<file path="config.mk">
export PLATFORM = sky130hd
export DESIGN_NAME = game_state_regfile
export DESIGN_NICKNAME = d
export VERILOG_FILES = /design/src/rtl/game_state_regfile.sv
export SDC_FILE = /design/constraint.sdc
export NUM_CORES = 2
export LEC_CHECK = 0
export CORE_AREA = 2 2 392 394
export DETAILED_ROUTE_END_ITERATION = 8
export DIE_AREA = 0 0 394 396
export PLACE_DENSITY_LB_ADDON = 0.25
export SYNTH_ARGS = -nofsm -noshare
export SYNTH_HDL_FRONTEND = slang
export SYNTH_SLANG_ARGS = --single-unit
export TNS_END_PERCENT = 5
</file>
<file path="constraint.sdc">
create_clock -name clock -period 55.7 [get_ports clock]
set_clock_uncertainty 0.15 [all_clocks]
set_input_delay 5.57 -clock clock [delete_from_list [all_inputs] [get_ports clock]]
set_output_delay 5.57 -clock clock [all_outputs]
set_load 0.01 [all_outputs]
</file>
<file path="src/rtl/game_state_regfile.sv">
// Processor register file that also holds the Tetris side state: current/next piece,
// LFSR piece generator, score with level multiplier and level counter.
module game_state_regfile #(
    parameter int          DATA_W          = 32,
    parameter int          ADDR_W          = 5,
    parameter int          NUM_SHAPES      = 7,
    parameter int          NUM_ROT         = 4,
    parameter logic [15:0] LFSR_SEED       = 16'hACE1,
    parameter int          LINES_PER_LEVEL = 10,
    parameter int          MAX_LEVEL       = 15,
    parameter int          SHAPE_ADDR      = 1,
    parameter int          SCORE_ADDR      = 3,
    parameter int          LEVEL_ADDR      = 11
) (
    input  logic              clock,
    input  logic              ctrl_reset,
    input  logic              ctrl_writeEnable,
    input  logic [ADDR_W-1:0] ctrl_writeReg,
    input  logic [ADDR_W-1:0] ctrl_readRegA,
    input  logic [ADDR_W-1:0] ctrl_readRegB,
    input  logic [DATA_W-1:0] data_writeReg,
    output logic [DATA_W-1:0] data_readRegA,
    output logic [DATA_W-1:0] data_readRegB,
    input  logic              rotate,
    input  logic              piece_lock,
    input  logic              clear_valid,
    input  logic [2:0]        lines_cleared,
    input  logic              start_over,
    output logic [7:0]        shape_out,
    output logic [3:0]        next_shape_out,
    output logic [DATA_W-1:0] score,
    output logic [3:0]        level
);

    localparam int NUM_REGS = 2 ** ADDR_W;
    localparam int ROT_W    = 2;
    localparam int LC_W     = $clog2(LINES_PER_LEVEL + 5);
    localparam int SUM_W    = ((DATA_W > 16) ? DATA_W : 16) + 1;

    function automatic logic [15:0] lfsr_step(input logic [15:0] v);
        lfsr_step = {1'b0, v[15:1]} ^ (v[0] ? 16'hB400 : 16'h0000);
    endfunction

    function automatic logic [10:0] line_points(input logic [2:0] n);
        case (n)
            3'd1:    line_points = 11'd40;
            3'd2:    line_points = 11'd100;
            3'd3:    line_points = 11'd300;
            3'd4:    line_points = 11'd1200;
            default: line_points = 11'd0;
        endcase
    endfunction

    function automatic logic [DATA_W-1:0] read_mux(
        input logic [ADDR_W-1:0] a,
        input logic [DATA_W-1:0] gp,
        input logic [DATA_W-1:0] shape_word,
        input logic [DATA_W-1:0] score_word,
        input logic [DATA_W-1:0] level_word
    );
        if (a == '0)                       read_mux = '0;
        else if (a == ADDR_W'(SHAPE_ADDR)) read_mux = shape_word;
        else if (a == ADDR_W'(SCORE_ADDR)) read_mux = score_word;
        else if (a == ADDR_W'(LEVEL_ADDR)) read_mux = level_word;
        else                               read_mux = gp;
    endfunction

    logic [DATA_W-1:0] r_regs [NUM_REGS];
    logic [15:0]       r_lfsr;
    logic [3:0]        r_base;
    logic [3:0]        r_next;
    logic [ROT_W-1:0]  r_rot;
    logic [DATA_W-1:0] r_score;
    logic [3:0]        r_level;
    logic [LC_W-1:0]   r_line_cnt;

    logic              w_wr_ok;
    logic [3:0]        w_lfsr_shape;
    logic [ROT_W-1:0]  w_rot_inc;
    logic [7:0]        w_shape;
    logic [DATA_W-1:0] w_shape_word;
    logic [DATA_W-1:0] w_level_word;
    logic              w_clear_ok;
    logic [15:0]       w_award;
    logic [SUM_W-1:0]  w_score_sum;
    logic [DATA_W-1:0] w_score_nxt;
    logic [LC_W-1:0]   w_lc_sum;
    logic [LC_W-1:0]   w_lc_nxt;
    logic [3:0]        w_level_nxt;

    assign w_wr_ok      = ctrl_writeEnable
                       && (ctrl_writeReg != '0)
                       && (ctrl_writeReg != ADDR_W'(SHAPE_ADDR))
                       && (ctrl_writeReg != ADDR_W'(SCORE_ADDR))
                       && (ctrl_writeReg != ADDR_W'(LEVEL_ADDR));
    assign w_lfsr_shape = 4'(r_lfsr % 16'(NUM_SHAPES));
    assign w_shape      = (8'(r_base) * 8'(NUM_ROT)) + 8'(r_rot);
    assign w_shape_word = DATA_W'(w_shape);
    assign w_level_word = DATA_W'({r_next, r_level});

    assign data_readRegA  = read_mux(ctrl_readRegA, r_regs[ctrl_readRegA],
                                     w_shape_word, r_score, w_level_word);
    assign data_readRegB  = read_mux(ctrl_readRegB, r_regs[ctrl_readRegB],
                                     w_shape_word, r_score, w_level_word);
    assign shape_out      = w_shape;
    assign next_shape_out = r_next;
    assign score          = r_score;
    assign level          = r_level;

    // Rotation increment; the compare also covers NUM_ROT == 1 (stays at 0).
    always_comb begin
        if (r_rot == ROT_W'(NUM_ROT - 1)) begin
            w_rot_inc = '0;
        end else begin
            w_rot_inc = r_rot + ROT_W'(1);
        end
    end

    // Score award uses the level before any level-up caused by this same clear.
    always_comb begin
        w_clear_ok  = clear_valid && (lines_cleared >= 3'd1) && (lines_cleared <= 3'd4);
        w_award     = 16'(line_points(lines_cleared)) * (16'(r_level) + 16'd1);
        w_score_sum = SUM_W'(r_score) + SUM_W'(w_award);
        if (w_score_sum > SUM_W'({DATA_W{1'b1}})) begin
            w_score_nxt = '1;
        end else begin
            w_score_nxt = w_score_sum[DATA_W-1:0];
        end
        w_lc_sum = r_line_cnt + LC_W'(lines_cleared);
        if (w_lc_sum >= LC_W'(LINES_PER_LEVEL)) begin
            w_lc_nxt = w_lc_sum - LC_W'(LINES_PER_LEVEL);
            if (r_level < 4'(MAX_LEVEL)) begin
                w_level_nxt = r_level + 4'd1;
            end else begin
                w_level_nxt = r_level;
            end
        end else begin
            w_lc_nxt    = w_lc_sum;
            w_level_nxt = r_level;
        end
    end

    // General-purpose register array.
    always_ff @(posedge clock or posedge ctrl_reset) begin
        if (ctrl_reset) begin
            for (int i = 0; i < NUM_REGS; i++) begin
                r_regs[i] <= '0;
            end
        end else if (w_wr_ok) begin
            r_regs[ctrl_writeReg] <= data_writeReg;
        end
    end

    // Free-running piece generator; a game restart deliberately leaves it alone.
    always_ff @(posedge clock or posedge ctrl_reset) begin
        if (ctrl_reset) begin
            r_lfsr <= LFSR_SEED;
        end else begin
            r_lfsr <= lfsr_step(r_lfsr);
        end
    end

    // Piece, score and level state: restart beats lock beats rotate.
    always_ff @(posedge clock or posedge ctrl_reset) begin
        if (ctrl_reset) begin
            r_base     <= 4'd0;
            r_rot      <= '0;
            r_next     <= 4'd1;
            r_score    <= '0;
            r_level    <= 4'd0;
            r_line_cnt <= '0;
        end else if (start_over) begin
            r_base     <= r_next;
            r_rot      <= '0;
            r_next     <= w_lfsr_shape;
            r_score    <= '0;
            r_level    <= 4'd0;
            r_line_cnt <= '0;
        end else begin
            if (piece_lock) begin
                r_base <= r_next;
                r_rot  <= '0;
                r_next <= w_lfsr_shape;
            end else if (rotate) begin
                r_rot <= w_rot_inc;
            end else begin
                r_rot <= r_rot;
            end
            if (w_clear_ok) begin
                r_score    <= w_score_nxt;
                r_line_cnt <= w_lc_nxt;
                r_level    <= w_level_nxt;
            end else begin
                r_score <= r_score;
            end
        end
    end

endmodule

</file>
==> reports/results.ini <==
[status]
status=finished, final reports clean

[synthesis]
ys_warn_count=0
synth_area_per_cell_sq_um=14.5
synth_area_sq_um=60400
synth-async-reset-ratio=1.00
netlist_instances=4164
synthDistinctLibCells=95
synth_ff_type=dfrtp_1
yosysSeqAreaShare=0.452
synth_edf_count=0
ys_ff_latch=1089

[clock_network]
postCtsSetupBuffers=0
cts_sinks=1089
path_clk_slew_ns=0.06
clk_path_buf_depth=3
cts_resized=0
cts_hold_buffers=0
cts_buffers=118
tritoncts=done
insertion_delay_ns=0.75
root_buffer=clkbuf_16
htreeDepth=3

[routing]
drtIter0Drc=3291
routed_via_density=6.16
dr.pass1.iters=6
ant_nets=0
drt-total-wl_um=184000
num_vias=37600
post_drt_wl_per_cell_um=30.1
post-route-drc-count=0

[setup_path]
cpPeakStageDelay_ns=0.76
cp_slowest_cell=mux2i_1
required_ns=49.98
cp_max_fo=132
crit_top_cell=mux4_2
arrival_ns=10.34
endpoint_kind=output pin
cp-start-kind=input pin
path_buf_inv=4
critical_path_class=in -> out
crit_family=buffers and inverters
cp_cell_sequence=buf_8 -> buf_12 -> buf_4 -> mux4_2 -> mux4_2 -> mux2i_1 -> a211oi_1 -> clkdlybuf4s50_1

[global_route]
grt-ovfl-total=0
grt_max_degree=170
grt_pass1_wl_um=273000
gr-usage-all-layers=0.236
antenna_found_initial=12
grt_pass1_vias=38700

[min_path]
hold_class=reg -> reg

[timing]
setup_violations=0
slew_viol_final=0
worstMarginPinSlew_ns=1.33
slew_headroom=0.110
fin_crit_sh=0.288
rsz0062_at_grt=no
setup_tns_ns=0
min_period_ns=16.06
hold_violations=0
fin_ws_ns=39.64
fmax_mhz=62.3

[floorplanning]
die_area_sq_um=156000
initial_core_util=0.398
pin_count=169
die_h_um=396
die_w_um=394
core_area_sq_um=152000
rows=143

[final_layout]
area_delta_synth_final_pct=11.5
drive_gt1_frac=0.463
fill_cells=13500
nNetsFinal=4100
fin_util=0.444
instances_no_fill=6109

[placement]
dp_hpwl_um=107000
place_ws_ns=39.75
place.gp.congestion=0.823
placed_cells=5888
portBuffers=166

[power_and_ir_drop]
p_total_uw=2260
p_per_area_nw_per_um2=33.6
p_leak_uw=0.0286
vdd_ir_drop_max_uv=26.9

[run]
max_cap_violations=0

## layout make-up
| class | count | area [sq um] | share of cell area |
|---|---|---|---|
| clock buffer | 163 | 3350 | 0.0498 |
| multi-input combinational | 2464 | 31000 | 0.461 |
| sequential | 1089 | 27300 | 0.405 |
| tap | 2030 | 2540 | 0.0377 |
| timing repair buffer | 231 | 2220 | 0.0330 |
| inverter | 74 | 290 | 0.00431 |
| clock inverter | 55 | 589 | 0.00876 |
| antenna | 3 | 7.51 | 0.000112 |
## worst reg2reg max path, delay by kind of cell, from the launching register on
kind / cells / cell delay, ns
AO/OA/AOI/OAI: 12 / 2.42
XOR/XNOR: 1 / 0.37
adder cells (fa/ha/maj): 5 / 2.38
buffers and inverters: 1 / 0.05
flip-flops: 1 / 0.79
AND/OR/NAND/NOR: 4 / 1.34
## sequential cells by signal, indices dropped and copies added, names as in the netlist
register and flops:
level 4, next_shape_out 4, r_base 4, r_lfsr 16, r_line_cnt 4, r_regs 1024
r_rot 2, score 31
## path summary, 6_finish.rpt
kind	startpoint	end	slack, ns	cells after the start
max in group asynchronous	ctrl_reset	r_regs[876]$_DFFE_PP0P_	46.82	5
hold / removal	r_regs[986]$_DFFE_PP0P_	r_regs[986]$_DFFE_PP0P_	0.24	0
setup reg to reg	level[0]$_DFFE_PP0P_	score[4]$_DFFE_PP0P_	48.01	23
min in group asynchronous	ctrl_reset	r_lfsr[4]$_DFF_PP0_	5.16	2
hold reg to reg	r_regs[986]$_DFFE_PP0P_	r_regs[986]$_DFFE_PP0P_	0.24	0
setup / recovery	ctrl_readRegA[1]	data_readRegA[13]	39.64	8
## metal layers
metal / routed length, um / vias up / track usage
met5: 79 / - / 0
met4: 5900 / 16 / 0.0809
met3: 11200 / 314 / 0.0401
met2: 87400 / 1167 / 0.378
met1: 79300 / 20600 / 0.328
li1: - / 15500 / -
## Yosys cell counts, types with 6 or more instances
cell         n  area (sq um)
nor2b_1      9          56.3
nand4_1      7          43.8
and2_1      12          75.1
a31oi_1      9          56.3
o21a_1       7          52.6
nor4_1      13          81.3
a31o_2       7          61.3
nor3_1      25           125
ha_1        36           450
o211ai_1    12          90.1
mux2_2     904         10200
nand2_1     84           315
nor2_1     132           495
buf_2        8          40.0
a211oi_1    49           368
a21oi_1    112           561
o22ai_1      9          56.3
buf_1      118           443
fa_1        29           581
mux2i_1     73           731
and3_1      10          62.6
dfrtp_1   1080         27000
a21o_1      12          90.1
clkbuf_1   407          1530
inv_1       73           274
nand3_1     39           195
xor2_1      15           131
dfstp_2      9           236
o21ai_0     83           415
mux4_2     631         14200
xnor2_1     19           166
or2_2        8          50.1
nand2b_1     6          37.5
## cell families after synthesis
family,count (synthesis),synth area share
compound gates,373,0.0408
xor+xnor,34,0.00493
fa+ha+maj,66,0.0172
buf+inv,612,0.0387
flops,1089,0.452
mux,1608,0.416
other cells,1,0.0000621
simple gates,381,0.0306
## per-stage QoR
step           instance area, sq um  hold WS [ns]
2_1_floorplan                 60400         0.203
3_3_place_gp                  63300         0.225
3_5_place_dp                  63300         0.232
4_1_cts                       67300         0.245
5_1_grt                       67300         0.256
6_report                      67300         0.241
## cell usage in the layout, fill, tap and decap left out, drive strengths merged, types with 6 or more instances in the layout
cell type	synthesis	layout
mux2i	73	73
nand3	39	39
nor3b	6	6
nand2	84	84
a21o	12	12
dfrtp	1080	1080
buf	131	74
bufinv	0	9
clkinv	0	37
fa	29	29
and2	12	12
and3	10	10
mux2	904	904
or2	11	11
clkbuf	407	163
o21ai	84	84
nand4	7	7
dfstp	9	9
nor2b	9	9
nor3	26	26
inv	74	77
ha	36	36
a31oi	10	10
a21oi	113	113
mux4	631	631
o21a	7	7
a211oi	49	49
o31ai	6	6
nand2b	6	6
clkinvlp	0	6
clkdlybuf4s50	0	157
o22ai	12	12
nor4	13	13
a31o	7	7
o211ai	12	12
nor2	132	132
xnor2	19	19
xor2	15	15
## where the power goes
group	total, uW	internal, uW	switching (uW)
logic	449	274	175
registers	1000	915	88.0
clock network	807	462	345
total	2260	1650	608
No activity file was read; power rests on OpenSTA's default activity.
